`src/rtl/hazard_scoreboard.sv`:
```
// hazard_scoreboard: multi-issue hazard detector with a per-register countdown
// scoreboard. It issues a contiguous prefix of the IF/ID bundle, splits the
// bundle on intra-bundle RAW/WAW hazards and stalls on scoreboard conflicts.
// Optional feature macro: HAZARD_SCOREBOARD_FORWARD_EN. When it is defined,
// loads use LOAD_BUB and ALU writes use ALU_BUB. When it is undefined, every
// write uses WB_BUB.
module hazard_scoreboard #(
  parameter int ISSUE_W     = 2,
  parameter int RA_W        = 3,
  parameter int ZERO_REG    = 1,
  parameter int LOAD_BUB    = 1,
  parameter int ALU_BUB     = 0,
  parameter int WB_BUB      = 2,
  parameter int STALL_LIMIT = 64
) (
  input  logic                    clk,
  input  logic                    reset,
  input  logic [ISSUE_W-1:0]      slot_vld,
  input  logic [ISSUE_W*RA_W-1:0] slot_rs1,
  input  logic [ISSUE_W*RA_W-1:0] slot_rs2,
  input  logic [ISSUE_W-1:0]      slot_use1,
  input  logic [ISSUE_W-1:0]      slot_use2,
  input  logic [ISSUE_W-1:0]      slot_wr,
  input  logic [ISSUE_W*RA_W-1:0] slot_rd,
  input  logic [ISSUE_W-1:0]      slot_load,
  output logic [ISSUE_W-1:0]      issue_mask,
  output logic                    split,
  output logic                    PCWrite,
  output logic                    IF_ID_Write,
  output logic                    CntrlSel,
  output logic [15:0]             stall_cnt,
  output logic                    wdog_err
);

  localparam int NREGS = 2 ** RA_W;
`ifdef HAZARD_SCOREBOARD_FORWARD_EN
  localparam int MAXB = (LOAD_BUB > ALU_BUB) ? LOAD_BUB : ALU_BUB;
  localparam int unused_wb_bub = WB_BUB;
`else
  localparam int MAXB = WB_BUB;
  localparam int unused_fwd_bubs = LOAD_BUB + ALU_BUB;
`endif
  localparam int CW    = (MAXB < 1) ? 1 : $clog2(MAXB + 1);
  localparam int RUN_W = $clog2(STALL_LIMIT + 1);

  logic [CW-1:0]    r_busy [NREGS];
  logic [15:0]      r_stall_cnt;
  logic [RUN_W-1:0] r_run;
  logic             r_wdog;

  logic [RA_W-1:0]  w_rs1 [ISSUE_W];
  logic [RA_W-1:0]  w_rs2 [ISSUE_W];
  logic [RA_W-1:0]  w_rd  [ISSUE_W];
  logic [CW-1:0]    w_bub [ISSUE_W];
  logic [ISSUE_W-1:0] w_use1_live, w_use2_live, w_rd_live;
  logic [ISSUE_W-1:0] w_vld, w_issue;
  logic             w_chain, w_hz;

`ifndef HAZARD_SCOREBOARD_FORWARD_EN
  logic w_unused_load;
  assign w_unused_load = ^slot_load;
`endif

  // Unpack slot fields and mask out r0 accesses when r0 is hard-wired.
  always_comb begin
    w_use1_live = '0;
    w_use2_live = '0;
    w_rd_live   = '0;
    for (int i = 0; i < ISSUE_W; i++) begin
      w_rs1[i] = slot_rs1[i*RA_W +: RA_W];
      w_rs2[i] = slot_rs2[i*RA_W +: RA_W];
      w_rd[i]  = slot_rd[i*RA_W +: RA_W];
      w_use1_live[i] = slot_use1[i] && !((ZERO_REG != 0) && (slot_rs1[i*RA_W +: RA_W] == '0));
      w_use2_live[i] = slot_use2[i] && !((ZERO_REG != 0) && (slot_rs2[i*RA_W +: RA_W] == '0));
      w_rd_live[i]   = slot_wr[i]   && !((ZERO_REG != 0) && (slot_rd[i*RA_W +: RA_W] == '0));
`ifdef HAZARD_SCOREBOARD_FORWARD_EN
      w_bub[i] = slot_load[i] ? CW'(LOAD_BUB) : CW'(ALU_BUB);
`else
      w_bub[i] = CW'(WB_BUB);
`endif
    end
  end

  // Issue decision: walk slots oldest first, stopping at the first one that cannot go.
  always_comb begin
    w_vld   = reset ? '0 : slot_vld;
    w_issue = '0;
    w_chain = 1'b1;
    w_hz    = 1'b0;
    for (int i = 0; i < ISSUE_W; i++) begin
      w_hz = (w_use1_live[i] && (r_busy[w_rs1[i]] != '0)) ||
             (w_use2_live[i] && (r_busy[w_rs2[i]] != '0)) ||
             (slot_wr[i] && (r_busy[w_rd[i]] > w_bub[i]));
      for (int j = 0; j < i; j++) begin
        if (w_vld[j] && w_rd_live[j]) begin
          if ((w_use1_live[i] && (w_rs1[i] == w_rd[j])) ||
              (w_use2_live[i] && (w_rs2[i] == w_rd[j])) ||
              (slot_wr[i] && (w_rd[i] == w_rd[j])))
            w_hz = 1'b1;
        end
      end
      w_issue[i] = w_chain && w_vld[i] && !w_hz;
      w_chain    = w_issue[i];
    end
    issue_mask  = w_issue;
    CntrlSel    = (w_vld != '0) && (w_issue == '0);
    split       = (w_issue != '0) && (w_issue != w_vld);
    PCWrite     = (w_issue == w_vld);
    IF_ID_Write = !CntrlSel;
  end

  // Scoreboard: count every pending write down, reload on issue (higher slot wins).
  always_ff @(posedge clk) begin
    if (reset) begin
      for (int r = 0; r < NREGS; r++) r_busy[r] <= '0;
    end else begin
      for (int r = 0; r < NREGS; r++)
        if (r_busy[r] != '0) r_busy[r] <= r_busy[r] - CW'(1);
      for (int i = 0; i < ISSUE_W; i++)
        if (w_issue[i] && w_rd_live[i]) r_busy[w_rd[i]] <= w_bub[i];
    end
  end

  // Saturating count of all stall cycles.
  always_ff @(posedge clk) begin
    if (reset)
      r_stall_cnt <= '0;
    else if (CntrlSel && (r_stall_cnt != 16'hFFFF))
      r_stall_cnt <= r_stall_cnt + 16'd1;
  end

  // Watchdog: length of the current stall run, sticky error once it hits the limit.
  always_ff @(posedge clk) begin
    if (reset) begin
      r_run  <= '0;
      r_wdog <= 1'b0;
    end else if (CntrlSel) begin
      if (r_run != RUN_W'(STALL_LIMIT)) r_run <= r_run + RUN_W'(1);
      if (r_run >= RUN_W'(STALL_LIMIT - 1)) r_wdog <= 1'b1;
    end else if (w_issue != '0) begin
      r_run <= '0;
    end
  end

  assign stall_cnt = r_stall_cnt;
  assign wdog_err  = r_wdog;

endmodule

```
`config.mk`:
```
export PLATFORM = sky130hd
export DESIGN_NAME = hazard_scoreboard
export DESIGN_NICKNAME = d
export VERILOG_FILES = /design/src/rtl/hazard_scoreboard.sv
export SDC_FILE = /design/constraint.sdc
export NUM_CORES = 1
export LEC_CHECK = 0
export BUFFER_PORTS_ARGS = -buffer_cell sky130_fd_sc_hd__clkbuf_2
export CORE_MARGIN = 4
export CORE_UTILIZATION = 40
export DETAILED_ROUTE_END_ITERATION = 16
export HOLD_SLACK_MARGIN = 0.12
export PLACE_DENSITY = 0.59
export RECOVER_POWER = 25
export SETUP_SLACK_MARGIN = 0.05
export SLEW_MARGIN = 30
export SYNTH_ARGS = -nofsm -noshare
export SYNTH_HDL_FRONTEND = slang
export SYNTH_SLANG_ARGS = --single-unit
export TNS_END_PERCENT = 10
```
`constraint.sdc`:
```
create_clock -name clk -period 4 [get_ports clk]
set_clock_uncertainty 0.1 [all_clocks]
set_input_delay 0 -clock clk [delete_from_list [all_inputs] [get_ports clk]]
set_output_delay 0 -clock clk [all_outputs]
set_load 0.05 [all_outputs]
```
==> metrics.md, run 1 <==
| Metric | Value |
|---|---|
| Per-cell routed wire length | about 15 µm |
| Post-synthesis simple-gate area fraction | 30.5% |
| Number of gates given a new drive strength after cts | 0 |
| Leakage dissipation | about 1.3 nW |
| Buffering stage count on the worst path with inverters included | 1 |
| Depth of the worst register-to-register path | 8 |
| Initial antenna violation count | 0 |
| Primary flip-flop cell chosen by synthesis mapping | sky130_fd_sc_hd__dfxtp_1 |
| Top Family by Delay on Critical Path | simple AND/OR/NAND/NOR gates |
| Fraction of layout cells with a size suffix above 1 | 14.0% |
| Placed wire-length estimate | 6130 µm |
| Final critical path time including I/O delays and setup | approximately 3.4 ns |
| Number of port buffers | 50 |
| H-tree Lvls | 2 |
| Maximum number of pins on one net before global-route repair | 32 |
| Total nets after synthesis | 449 |
| Insertion delay of the later-clocked pin in the worst-skew pair | 0.29 ns |
| Yosys warnings | 0 |
| Clock tree root buffer cell | sky130_fd_sc_hd__clkbuf_8 |
| ANT cells | 0 |
| Worst-Margin Slew | 0.723 ns |
| Seq/Total Area, Yosys | 25.7% |
| Proportion of synthesized flip-flops having asynchronous set or reset | 0% |
| Slowest stage cell on the critical path | sky130_fd_sc_hd__or4_4 |
| IO Pins | 53 |
| Slowest cell delay on critical path | 0.60 ns |
| Mux cell area share after synthesis | 6.66% |
| Hold Crit Start | slot_rd[4] |
| Reg2reg end | r_busy[5][1] |
| Post-synthesis area per instance | 7.64 µm² |
| Die area | slightly above 0.009 mm² |
| Global routing usage summed across all routing layers | 18.3% |
| Unrepaired setup endpoints after global routing | false |
| Number of enable flip-flop cells after synthesis | 0 |
| WP depth | 8 |
| Count of final max-slew check failures | 0 |
| Vias in the first global route | 2790 |
| Core outline area | 0.00741 mm² |
| Worst slew margin relative to its limit | around half |
| Floorplan die height | 96.3 µm |
| Max-cap viol count | 0 |
| Cell area after synthesis | about 0.0031 mm² |
| Maximum buffer depth of the clock tree | 2 |
| Compound-cell area share of the yosys netlist | between 10% and 20% |
| XOR/XNOR Fraction of Synth Area | between 5 and 6% |
| Clk sinks | 40 |
| Upper clock frequency limit | 0.298 GHz |
| Fin Setup TNS | 0 ns |
| Synth cell types | 60 |
| Effective utilization at floorplan | a little over two fifths |
| Source of the critical timing path | r_busy[1][0] |
| Endpoint type of the worst setup path | register |
| Hold Crit Class | input pin to register |
| Worst Path Max Fanout | 12 |
| Clock transition time at the flip-flop clock pins of the worst setup and hold paths | 0.08 ns |
| Last weighted congestion value of the routability-driven placer | between 0.8 and 0.9 |
| Initial DRC count | 233 |
| Critical Path RT | between 4 and 5 ns |
| TritonCTS buffer count | 5 |
| Category of the worst setup path launch point | register |
| IR Drop Worst-Case VDD | 0.000235 V |
| Arithmetic-cell share of the synthesized area counting full adders, half adders and majority gates | 4.42% |
| End point of the worst hold path | r_busy[4][1] |
| Via-to-Cell Ratio | 5.64 |
| Dominant combinational cell family by area after synthesis | simple AND/OR/NAND/NOR gates |
| Launching point of the worst reg2reg path | r_busy[1][0] |
| Horizontal die dimension | 96.3 µm |
| Utilization after layout | 47.1% |
| Length of the first detailed-routing pass in iterations | 4 |
| Fin nets | 484 |
| Post-route antenna net violation count | 0 |
| Gate Count Post-Synth | roughly 410 |
| Period utilization | 84.0% |
| Area Overhead vs Synth | 12.0% |
| Register bit count reported by yosys | 40 |
| Outcome | finished clean |
| Type of the worst setup path | register to register |
| DRC errors left | 0 |
| Worst path cell trace | nor2_1, nor3b_1, o41ai_2, o221ai_1, or3_1, or4_4, dlygate4sd3_1, o21ai_1 |
| Power Density | 453 mW/mm² |
| Total gr overflow | 0 |
| Standard-cell row count | 31 |
| FF-to-FF setup slack | 0.64 ns |
| Routed vias | 3060 |
| Count of endpoints failing setup in the final report | 0 |
| CTS tree | done |
| Hold Path Stages | 3 |
| Crit path arrival time | 3.49 ns |
| Wire length of the first global-routing pass | 13500 µm |
| Hold Violations, Final | 0 |
| Drt total wl | 8180 µm |
Yosys cell counts (all sizes together) (3+ instances only):
cell    instances  area share [%]
dfxtp          40              26
nor2           35             4.2
inv            28             3.4
a21oi          23             3.7
nor3           22             3.5
nand2          20             2.4
clkbuf         17             2.0
o21ai          15             2.4
mux2i          14             4.5
buf            13             2.5
ha             11             4.4
nand3          11             1.8
nor4           11             2.2
or3            11             2.2
xor2           11             3.1
nor2b          10             2.0
or4            10             2.6
xnor2          10             2.8
nand4           8             1.6
a211oi          7             1.7
and3            6             1.2
mux2            6             2.2
nor3b           6             1.4
nand2b          5             1.0
o31ai           5             1.2
a31oi           4            0.80
o41ai           4             1.6
or2             4            0.80
nand3b          3            0.72
o211ai          3            0.72
o22ai           3            0.60
o31a            3            0.84
or3b            3            0.84
tightest hold or removal path: stages:
cell and delay (ns):
sky130_fd_sc_hd__clkbuf_2 0.22, sky130_fd_sc_hd__or3_1 0.19, sky130_fd_sc_hd__o31ai_1 0.07
state kept, by name, indices dropped and copies added, names as in the netlist:
| name | count |
|---|---|
| r_busy | 16 |
| r_run | 7 |
| stall_cnt | 16 |
| wdog_err | 1 |
layout make-up:
class                   instances  area [µm²]
multi-input cells             310        2070
fillers                       743        3920
flip-flops and latches         40         801
repair buffers                 58         302
clock buffers                   5        68.8
clock inverters                 3        18.8
well taps                      99         124
inverters                      28         105
worst max path at each step:
stage / end / slack [ns]
3_3_place_gp: r_busy[6][0] / 1.11
6_report: r_busy[5][1] / 0.64
5_1_grt: r_busy[5][1] / 0.46
4_1_cts: r_busy[5][1] / 0.64
2_1_floorplan: split / 1.15
3_5_place_dp: r_busy[6][0] / 1.07
cells by family (layout without fill, tap and decap cells):
family	Yosys count	count (layout)
simple gates	172	172
buf+inv	58	94
mux	20	20
xor+xnor	21	21
fa+ha+maj	11	11
flops	40	40
compound gates	86	86
metal layers:
metal | up-vias | global-route usage (%) | share of wire [%]
met4 | 0 | 4.62 | 0.86
met5 | - | 0 | 0
met3 | 7 | 3.21 | 5.9
li1 | 1561 | - | -
met2 | 79 | 29.6 | 47
met1 | 1413 | 25.1 | 46
layout by cell type, fill, tap and decap left out, types with 3 or more instances in the layout:
| cell type | synthesis | final |
|---|---|---|
| sky130_fd_sc_hd__nand2_1 | 20 | 20 |
| sky130_fd_sc_hd__nor3_1 | 22 | 22 |
| sky130_fd_sc_hd__ha_1 | 11 | 11 |
| sky130_fd_sc_hd__nor2_1 | 35 | 34 |
| sky130_fd_sc_hd__inv_1 | 28 | 28 |
| sky130_fd_sc_hd__o31ai_1 | 5 | 5 |
| sky130_fd_sc_hd__nor4_1 | 11 | 11 |
| sky130_fd_sc_hd__nor2b_1 | 10 | 10 |
| sky130_fd_sc_hd__nand2b_1 | 5 | 5 |
| sky130_fd_sc_hd__or2_2 | 3 | 3 |
| sky130_fd_sc_hd__nor3b_1 | 6 | 6 |
| sky130_fd_sc_hd__mux2_2 | 6 | 6 |
| sky130_fd_sc_hd__nand3_1 | 11 | 11 |
| sky130_fd_sc_hd__xnor2_1 | 10 | 10 |
| sky130_fd_sc_hd__a31oi_1 | 4 | 4 |
| sky130_fd_sc_hd__nand4_1 | 8 | 8 |
| sky130_fd_sc_hd__o21ai_0 | 10 | 10 |
| sky130_fd_sc_hd__mux2i_1 | 14 | 14 |
| sky130_fd_sc_hd__a211oi_1 | 7 | 7 |
| sky130_fd_sc_hd__dfxtp_1 | 40 | 40 |
| sky130_fd_sc_hd__o211ai_1 | 3 | 3 |
| sky130_fd_sc_hd__o22ai_1 | 3 | 3 |
| sky130_fd_sc_hd__or3_1 | 11 | 11 |
| sky130_fd_sc_hd__a21oi_1 | 23 | 23 |
| sky130_fd_sc_hd__xor2_1 | 11 | 11 |
| sky130_fd_sc_hd__clkbuf_1 | 17 | 15 |
| sky130_fd_sc_hd__o31a_1 | 3 | 3 |
| sky130_fd_sc_hd__o21ai_1 | 5 | 5 |
| sky130_fd_sc_hd__clkbuf_8 | 0 | 5 |
| sky130_fd_sc_hd__and3_1 | 6 | 6 |
| sky130_fd_sc_hd__nand3b_1 | 3 | 3 |
| sky130_fd_sc_hd__or4_1 | 8 | 8 |
| sky130_fd_sc_hd__buf_4 | 1 | 4 |
| sky130_fd_sc_hd__clkbuf_2 | 0 | 35 |
| sky130_fd_sc_hd__dlygate4sd3_1 | 0 | 4 |
per-stage QoR:
step	hold slack (ns)	std cells	power (mW)	setup slack (ns)	cell area, µm²
2_1_floorplan	0.0923	408	1.14	1.15	3120
4_1_cts	0.127	543	1.59	0.645	3510
6_report	0.144	543	1.58	0.640	3490
5_1_grt	0.163	543	1.72	0.460	3490
3_3_place_gp	0.353	531	1.29	1.11	3380
3_5_place_dp	0.362	531	1.31	1.07	3380
repair_timing:
action                    in CTS  in global routing
setup buffers                  0                  0
hold buffers                   4                  0
hold endpoints to repair      14                  0
report_power, final:
group,leakage [nW],switching (mW),internal [mW],total (mW)
registers,0.326,0.138,0.471,0.608
logic,0.955,0.397,0.306,0.703
clock network,0.0479,0.149,0.122,0.270
total,1.33,0.684,0.898,1.58
Note: power is estimated with default switching activity, not from simulation.
==> inputs of run 2 (changes only) <==
- PLACE_DENSITY: 0.59 -> 0.61
- clock period: 4 -> 2.8 ns (I/O delays scaled with it)
==> run 2 against run 1 <==
Routed wire length increased by 5.7%. Register-to-register slack lost 0.47 ns. Worst setup slack worse by 0.53 ns. Count of clock-buffer cells in the layout did not move. Clock power up 43%. Combinational power rose by 64%. Global-route usage up 0.42 points. Highest routed layer unchanged. Largest cell class unchanged. Via count grew 4.2%. Sequential power increased by 42%. Sequential share of layout area is 1.1 points lower. Power up 52%. Final cell count up 2.9%.
==> metrics.md, run 2 (synthesized netlist as in run 1, its figures left out) <==
| Metric | Value |
|---|---|
| Outcome | finished clean |
| Layout Cells excl Fill | 559 (+2.9%) |
| Total Power | 2.40 mW (+52%) |
| Placed wire-length estimate | 6300 µm (+2.7%) |
| Leakage dissipation | 1.44 nW (+8.3%) |
| Number of cells in the design after placement | 542 (+2.1%) |
| Die area | 0.00927 mm² (unchanged) |
| Part of the power in registers | 35.8% (-2.7 points) |
| Count of final max-slew check failures | 0 (unchanged) |
| Period utilization | 96.0% |
| Drt total wl | 8640 µm (+5.7%) |
| Area of placed instances | 0.00348 mm² (+3.0%) |
| Category of the worst setup path launch point | register |
| IO Pins | 53 (unchanged) |
| Area of all placed cells without fillers | 0.00372 mm² (+6.6%) |
| Area Overhead vs Synth | 19.3% |
| Worst-Margin Slew | 0.604 ns (-0.119 ns) |
| Wire length of the first global-routing pass | 13700 µm (+1.5%) |
| Proportion of power drawn by combinational gates | 48.1% (+3.7 points) |
| Upper clock frequency limit | 0.372 GHz |
| Endpoint type of the worst setup path | output port |
| ANT cells | 0 (unchanged) |
| Vias in the first global route | 2828 (+1.4%) |
| Fin Setup TNS | 0 ns (unchanged) |
| Initial DRC count | 215 (-7.7%) |
| Sw Share | 42.5% (-0.69 points) |
| Worst slew margin relative to its limit | 59.9% (+8.3 points) |
| Hold Violations, Final | 0 (unchanged) |
| Total gr overflow | 0 (unchanged) |
| Number of port buffers | 50 (unchanged) |
| Minimum setup slack after placement | 0.0685 ns (-1.00 ns) |
| Core outline area | 0.00741 mm² (unchanged) |
| H-tree Lvls | 2 (unchanged) |
| Initial antenna violation count | 0 (unchanged) |
| Unrepaired setup endpoints after global routing | true |
| Fraction of layout cells with a size suffix above 1 | 21.5% (+7.6 points) |
| Global routing usage summed across all routing layers | 18.7% (+0.42 points) |
| Insertion delay of the later-clocked pin in the worst-skew pair | 0.29 ns (about the same) |
| Floorplan die height | 96.3 µm (unchanged) |
| Power Density | 646 mW/mm² (+43%) |
| IR Drop Worst-Case VDD | 0.000296 V (+26%) |
| Clock tree root buffer cell | sky130_fd_sc_hd__clkbuf_8 |
| Max-cap viol count | 0 (unchanged) |
| Via-to-Cell Ratio | 5.70 (+1.2%) |
| CTS tree | done |
| Last weighted congestion value of the routability-driven placer | 0.878 (-1.6%) |
| Clk sinks | 40 (unchanged) |
| Sw Pwr | 1.02 mW (+49%) |
| Commonest cells after routing, fill and taps aside | sky130_fd_sc_hd__clkbuf_2, sky130_fd_sc_hd__dfxtp_1, sky130_fd_sc_hd__nor2_1 |
| Post-route antenna net violation count | 0 (unchanged) |
| Cell Int Power | 1.38 mW (+54%) |
| Horizontal die dimension | 96.3 µm (unchanged) |
| Length of the first detailed-routing pass in iterations | 4 (unchanged) |
| Critical Path RT | 2.70 ns (-1.43 ns) |
| Relative contribution of the clock network to total power | 16.1% (-1.0 points) |
| Crit path arrival time | 2.59 ns (-0.90 ns) |
| Maximum number of pins on one net before global-route repair | 42 (+31%) |
| Hold Crit Class | input pin to register |
| DRC errors left | 0 (unchanged) |
| Type of the worst setup path | register to output port |
| Final critical path time including I/O delays and setup | 2.69 ns |
| Effective utilization at floorplan | 42.1% (unchanged) |
| Routed vias | 3189 (+4.2%) |
| Maximum buffer depth of the clock tree | 2 (unchanged) |
| Count of endpoints failing setup in the final report | 0 (unchanged) |
| Standard-cell row count | 31 (unchanged) |
| Per-cell routed wire length | 15.5 µm (+2.7%) |
| Fin nets | 500 (+3.3%) |
| TritonCTS buffer count | 5 (unchanged) |
| Clock transition time at the flip-flop clock pins of the worst setup and hold paths | 0.09 ns (about the same) |
| Setup slack of the critical path after layout | 0.112 ns (-0.528 ns) |
| Worst Path Max Fanout | 7 (-5) |
-- run 2: cell type report --
class	instances	area, µm²
fillers	751	3690
multi-input cells	310	2130
flip-flops and latches	40	811
repair buffers	74	458
well taps	99	124
inverters	28	105
clock buffers	5	68.8
clock inverters	3	18.8
-- run 2: routing by layer --
metal / vias up / global-route usage [%] / part of all wire [%]
met4: 0 / 3.67 / 0.56
met2: 103 / 31.6 / 47
met3: 7 / 3.44 / 7.2
met1: 1489 / 24.9 / 46
met5: - / 0 / 0
li1: 1590 / - / -
-- run 2: final timing paths --
kind | start | to | slack, ns | cells after the start
worst max-delay path | r_busy[3][1] | split | 0.11 | 8
worst min-delay path | slot_vld[1] | r_busy[1][1] | 0.14 | 4
worst max register to register | r_busy[3][1] | r_busy[7][0] | 0.17 | 7
worst min register to register | wdog_err | wdog_err | 0.37 | 1
-- run 2: metrics by stage --
step,utilization [%],hold slack (ns)
after floorplan,-,0.0923
after global placement,47.0,0.190
after detailed placement,47.0,0.194
after CTS,49.0,0.131
after global routing,50.2,0.187
final,50.2,0.141
-- run 2: power groups by stage --
| stage | logic, mW | clock network [mW] | registers [mW] |
|---|---|---|---|
| after floorplan | 0.828 | 0 | 0.796 |
| after global placement | 1.05 | 0 | 0.844 |
| after detailed placement | 1.09 | 0 | 0.846 |
| after CTS | 1.10 | 0.398 | 0.845 |
| after global routing | 1.29 | 0.423 | 0.876 |
| final | 1.15 | 0.387 | 0.861 |
-- run 2: critical path, stage by stage (launching register included) --
cell	delay, ns
sky130_fd_sc_hd__dfxtp_1	0.39
sky130_fd_sc_hd__nor2_4	0.15
sky130_fd_sc_hd__nor2_1	0.07
sky130_fd_sc_hd__o41ai_2	0.42
sky130_fd_sc_hd__o221ai_2	0.18
sky130_fd_sc_hd__or3_1	0.44
sky130_fd_sc_hd__buf_4	0.21
sky130_fd_sc_hd__nor3_2	0.18
sky130_fd_sc_hd__clkbuf_4	0.26
-- run 2: what timing repair did --
item                                    4_1_cts  5_1_grt
pin swaps                                     0        4
setup buffers                                 0        4
endpoints found under the setup margin        5       12
hold buffers                                  4        0
gates cloned                                  0        1
endpoints found under the hold margin         9        0
gates resized for setup                      10       15
==> inputs of run 3 (changes only) <==
- PLACE_DENSITY: 0.61 -> not set
- PLACE_DENSITY_LB_ADDON: not set -> 0.2
==> run 3 against run 2 <==
Sequential power fell by 4.2%. Worst setup slack improved by 0.048 ns. Count of clock-buffer cells in the layout did not move. Sequential share of layout area fell by 0.16 points. Final cell count fell by 0.89%. Routed wire length rose by 0.80%. Largest power group unchanged.
==> metrics.md, run 3 (synthesized netlist as in run 1, its figures left out) <==
| Metric | Value |
|---|---|
| Minimum setup slack after placement | 0.0781 ns (+0.00954 ns) |
| Post-route antenna net violation count | 0 (unchanged) |
| Area of all placed cells without fillers | 0.00372 mm² (+0.13%) |
| Slowest stage cell on the critical path | sky130_fd_sc_hd__o41ai_2 |
| Reg2reg end | r_busy[6][0] |
| Fraction of layout cells with a size suffix above 1 | 19.3% (-2.2 points) |
| Maximum buffer depth of the clock tree | 2 (unchanged) |
| Buffering stage count on the worst path with inverters included | 3 (+1) |
| Critical Path RT | 2.70 ns (about the same) |
| Upper clock frequency limit | 0.379 GHz (+1.8%) |
| Insertion delay of the later-clocked pin in the worst-skew pair | 0.30 ns (about the same) |
| ANT cells | 0 (unchanged) |
| Worst hold margin | 0.137 ns (-0.00392 ns) |
| Effective utilization at floorplan | 42.1% (unchanged) |
| TritonCTS buffer count | 5 (unchanged) |
| Crit path arrival time | 2.54 ns (-0.05 ns) |
| Floorplan die height | 96.3 µm (unchanged) |
| Placed wire-length estimate | 6310 µm (+0.21%) |
| Met2 wirelength from detailed routing | 4190 µm (+4.0%) |
| Leakage dissipation | 1.43 nW (-0.40%) |
| Unrepaired setup endpoints after global routing | true |
| Launching point of the worst reg2reg path | r_busy[3][1] |
| FF-to-FF setup slack | 0.21 ns (+0.04 ns) |
| Hold Crit Start | slot_vld[1] |
| Commonest cells after routing, fill and taps aside | sky130_fd_sc_hd__dfxtp_1, sky130_fd_sc_hd__clkbuf_2, sky130_fd_sc_hd__nor2_1 |
| Routed vias | 3230 (+1.3%) |
| IO Pins | 53 (unchanged) |
| Vias in the first global route | 2788 (-1.4%) |
| Last weighted congestion value of the routability-driven placer | 0.885 (+0.83%) |
| Maximum number of pins on one net before global-route repair | 42 (unchanged) |
| Standard-cell row count | 31 (unchanged) |
| Clock transition time at the flip-flop clock pins of the worst setup and hold paths | 0.08 ns (about the same) |
| Hold Crit Class | input pin to register |
| H-tree Lvls | 2 (unchanged) |
| Horizontal die dimension | 96.3 µm (unchanged) |
| Global routing usage summed across all routing layers | 18.9% (+0.23 points) |
| Category of the worst setup path launch point | register |
| Max-cap viol count | 0 (unchanged) |
| Top Family by Delay on Critical Path | compound AO/OA/AOI/OAI gates |
| Initial DRC count | 178 (-17%) |
| End point of the worst hold path | stall_cnt[4] |
| Die area | 0.00927 mm² (unchanged) |
| Power Density | 694 mW/mm² (+7.4%) |
| Count of endpoints failing setup in the final report | 0 (unchanged) |
| Hold Violations, Final | 0 (unchanged) |
| Met3 routed wirelength | 549 µm (-12%) |
| Length of the first detailed-routing pass in iterations | 5 (+1) |
| Wire length of the first global-routing pass | 13800 µm (+0.46%) |
| Fin Setup TNS | 0 ns (unchanged) |
| Area Overhead vs Synth | 19.5% |
| Buffers inserted during post-CTS setup optimization | 0 (unchanged) |
| CTS tree | done |
| Area of placed instances | 0.00348 mm² (unchanged) |
| Via-to-Cell Ratio | 5.83 (+2.2%) |
| Total gr overflow | 0 (unchanged) |
| Clock tree root buffer cell | sky130_fd_sc_hd__clkbuf_8 |
| DRC errors left | 0 (unchanged) |
| Fin nets | 496 (-0.80%) |
| Slowest cell delay on critical path | 0.42 ns (-0.02 ns) |
| Worst-Margin Slew | 0.609 ns (+0.00474 ns) |
| Core outline area | 0.00741 mm² (unchanged) |
| Period utilization | 94.3% (-1.7 points) |
| Highest metal layer used by the detailed router | met4 |
| Most common cell after layout, fill and taps aside | sky130_fd_sc_hd__dfxtp_1 |
| Length of routed wiring on met1 | 3780 µm (-4.1%) |
| Initial antenna violation count | 0 (unchanged) |
| Type of the worst setup path | register to output port |
| Worst Path Max Fanout | 21 (+14) |
| Outcome | finished clean |
| Final critical path time including I/O delays and setup | 2.64 ns (-0.0482 ns) |
| Setup slack of the critical path after layout | 0.160 ns (+0.0482 ns) |
| Per-cell routed wire length | 15.7 µm (+1.7%) |
| Total Power | 2.58 mW (+7.5%) |
| Count of final max-slew check failures | 0 (unchanged) |
| Drt total wl | 8710 µm (+0.80%) |
| Depth of the worst register-to-register path | 7 (unchanged) |
| Worst path cell trace | nor2_2, nor3b_1, o41ai_2, o221ai_2, buf_4, nor2_4, buf_12, or3_1, o31a_1, buf_6 |
| Number of port buffers | 50 (unchanged) |
| Worst slew margin relative to its limit | 59.6% (-0.31 points) |
| Clk sinks | 40 (unchanged) |
| Endpoint type of the worst setup path | output port |
| IR Drop Worst-Case VDD | 0.000306 V (+3.5%) |
| Hold Path Stages | 4 (unchanged) |
run 3: cell count changes in the layout (fill, tap and decap cells not counted), sizes merged:
cell    delta
buf        -4
clkinv     -3
bufinv     +2
run 3: cell type report:
cell class              instances  area (µm²)
clock buffers                   5        68.8
clock inverters                 2        60.1
fillers                       753        3680
inverters                      28         105
multi-input cells             310        2130
flip-flops and latches         40         806
well taps                      99         124
repair buffers                 70         432
run 3: where the power goes:
| part | leakage, nW | switching [mW] | total [mW] | internal (mW) |
|---|---|---|---|---|
| logic | 1.04 | 0.666 | 1.19 | 0.525 |
| registers | 0.327 | 0.148 | 0.825 | 0.677 |
| clock network | 0.0642 | 0.215 | 0.566 | 0.351 |
run 3: how the worst max path moves through the flow:
stage / start / endpoint / slack, ns / cells past startpoint
floorplan: r_busy[2][0] / PCWrite / 0.09 / 9
detailed placement: r_busy[1][1] / r_busy[6][0] / 0.08 / 7
global placement: r_busy[1][1] / r_busy[6][0] / 0.15 / 7
global route: r_busy[1][1] / PCWrite / -0.03 / 10
CTS: r_busy[3][0] / PCWrite / 0.06 / 10
finish: r_busy[1][1] / PCWrite / 0.16 / 10
run 3: per-layer routing:
metal  global-route usage (%)  vias up
li1                         -     1579
met1                     24.7     1532
met2                     31.3      100
met3                     3.44       19
met4                     6.40        0
met5                        0        -
run 3: what timing repair did:
action	in CTS	in global routing
gates resized for setup	7	13
setup endpoints to repair	3	10
endpoints found under the hold margin	13	0
pin swaps	0	3
hold buffers	4	0
gates cloned	0	1
run 3: per-stage QoR:
stage / util [%] / cells
after floorplan: - / 408
after global placement: 47.0 / 542
after detailed placement: 47.0 / 542
after CTS: 49.5 / 553
after global routing: 50.3 / 554
final: 50.3 / 554
run 3: worst register-to-register path, stage by stage, from the launching register on:
cell	delay, ns
sky130_fd_sc_hd__dfxtp_1	0.38
sky130_fd_sc_hd__mux2i_1	0.15
sky130_fd_sc_hd__o2bb2ai_1	0.09
sky130_fd_sc_hd__a221o_1	0.35
sky130_fd_sc_hd__o311a_1	0.14
sky130_fd_sc_hd__or4_4	0.56
sky130_fd_sc_hd__or4_1	0.51
sky130_fd_sc_hd__and3_1	0.21
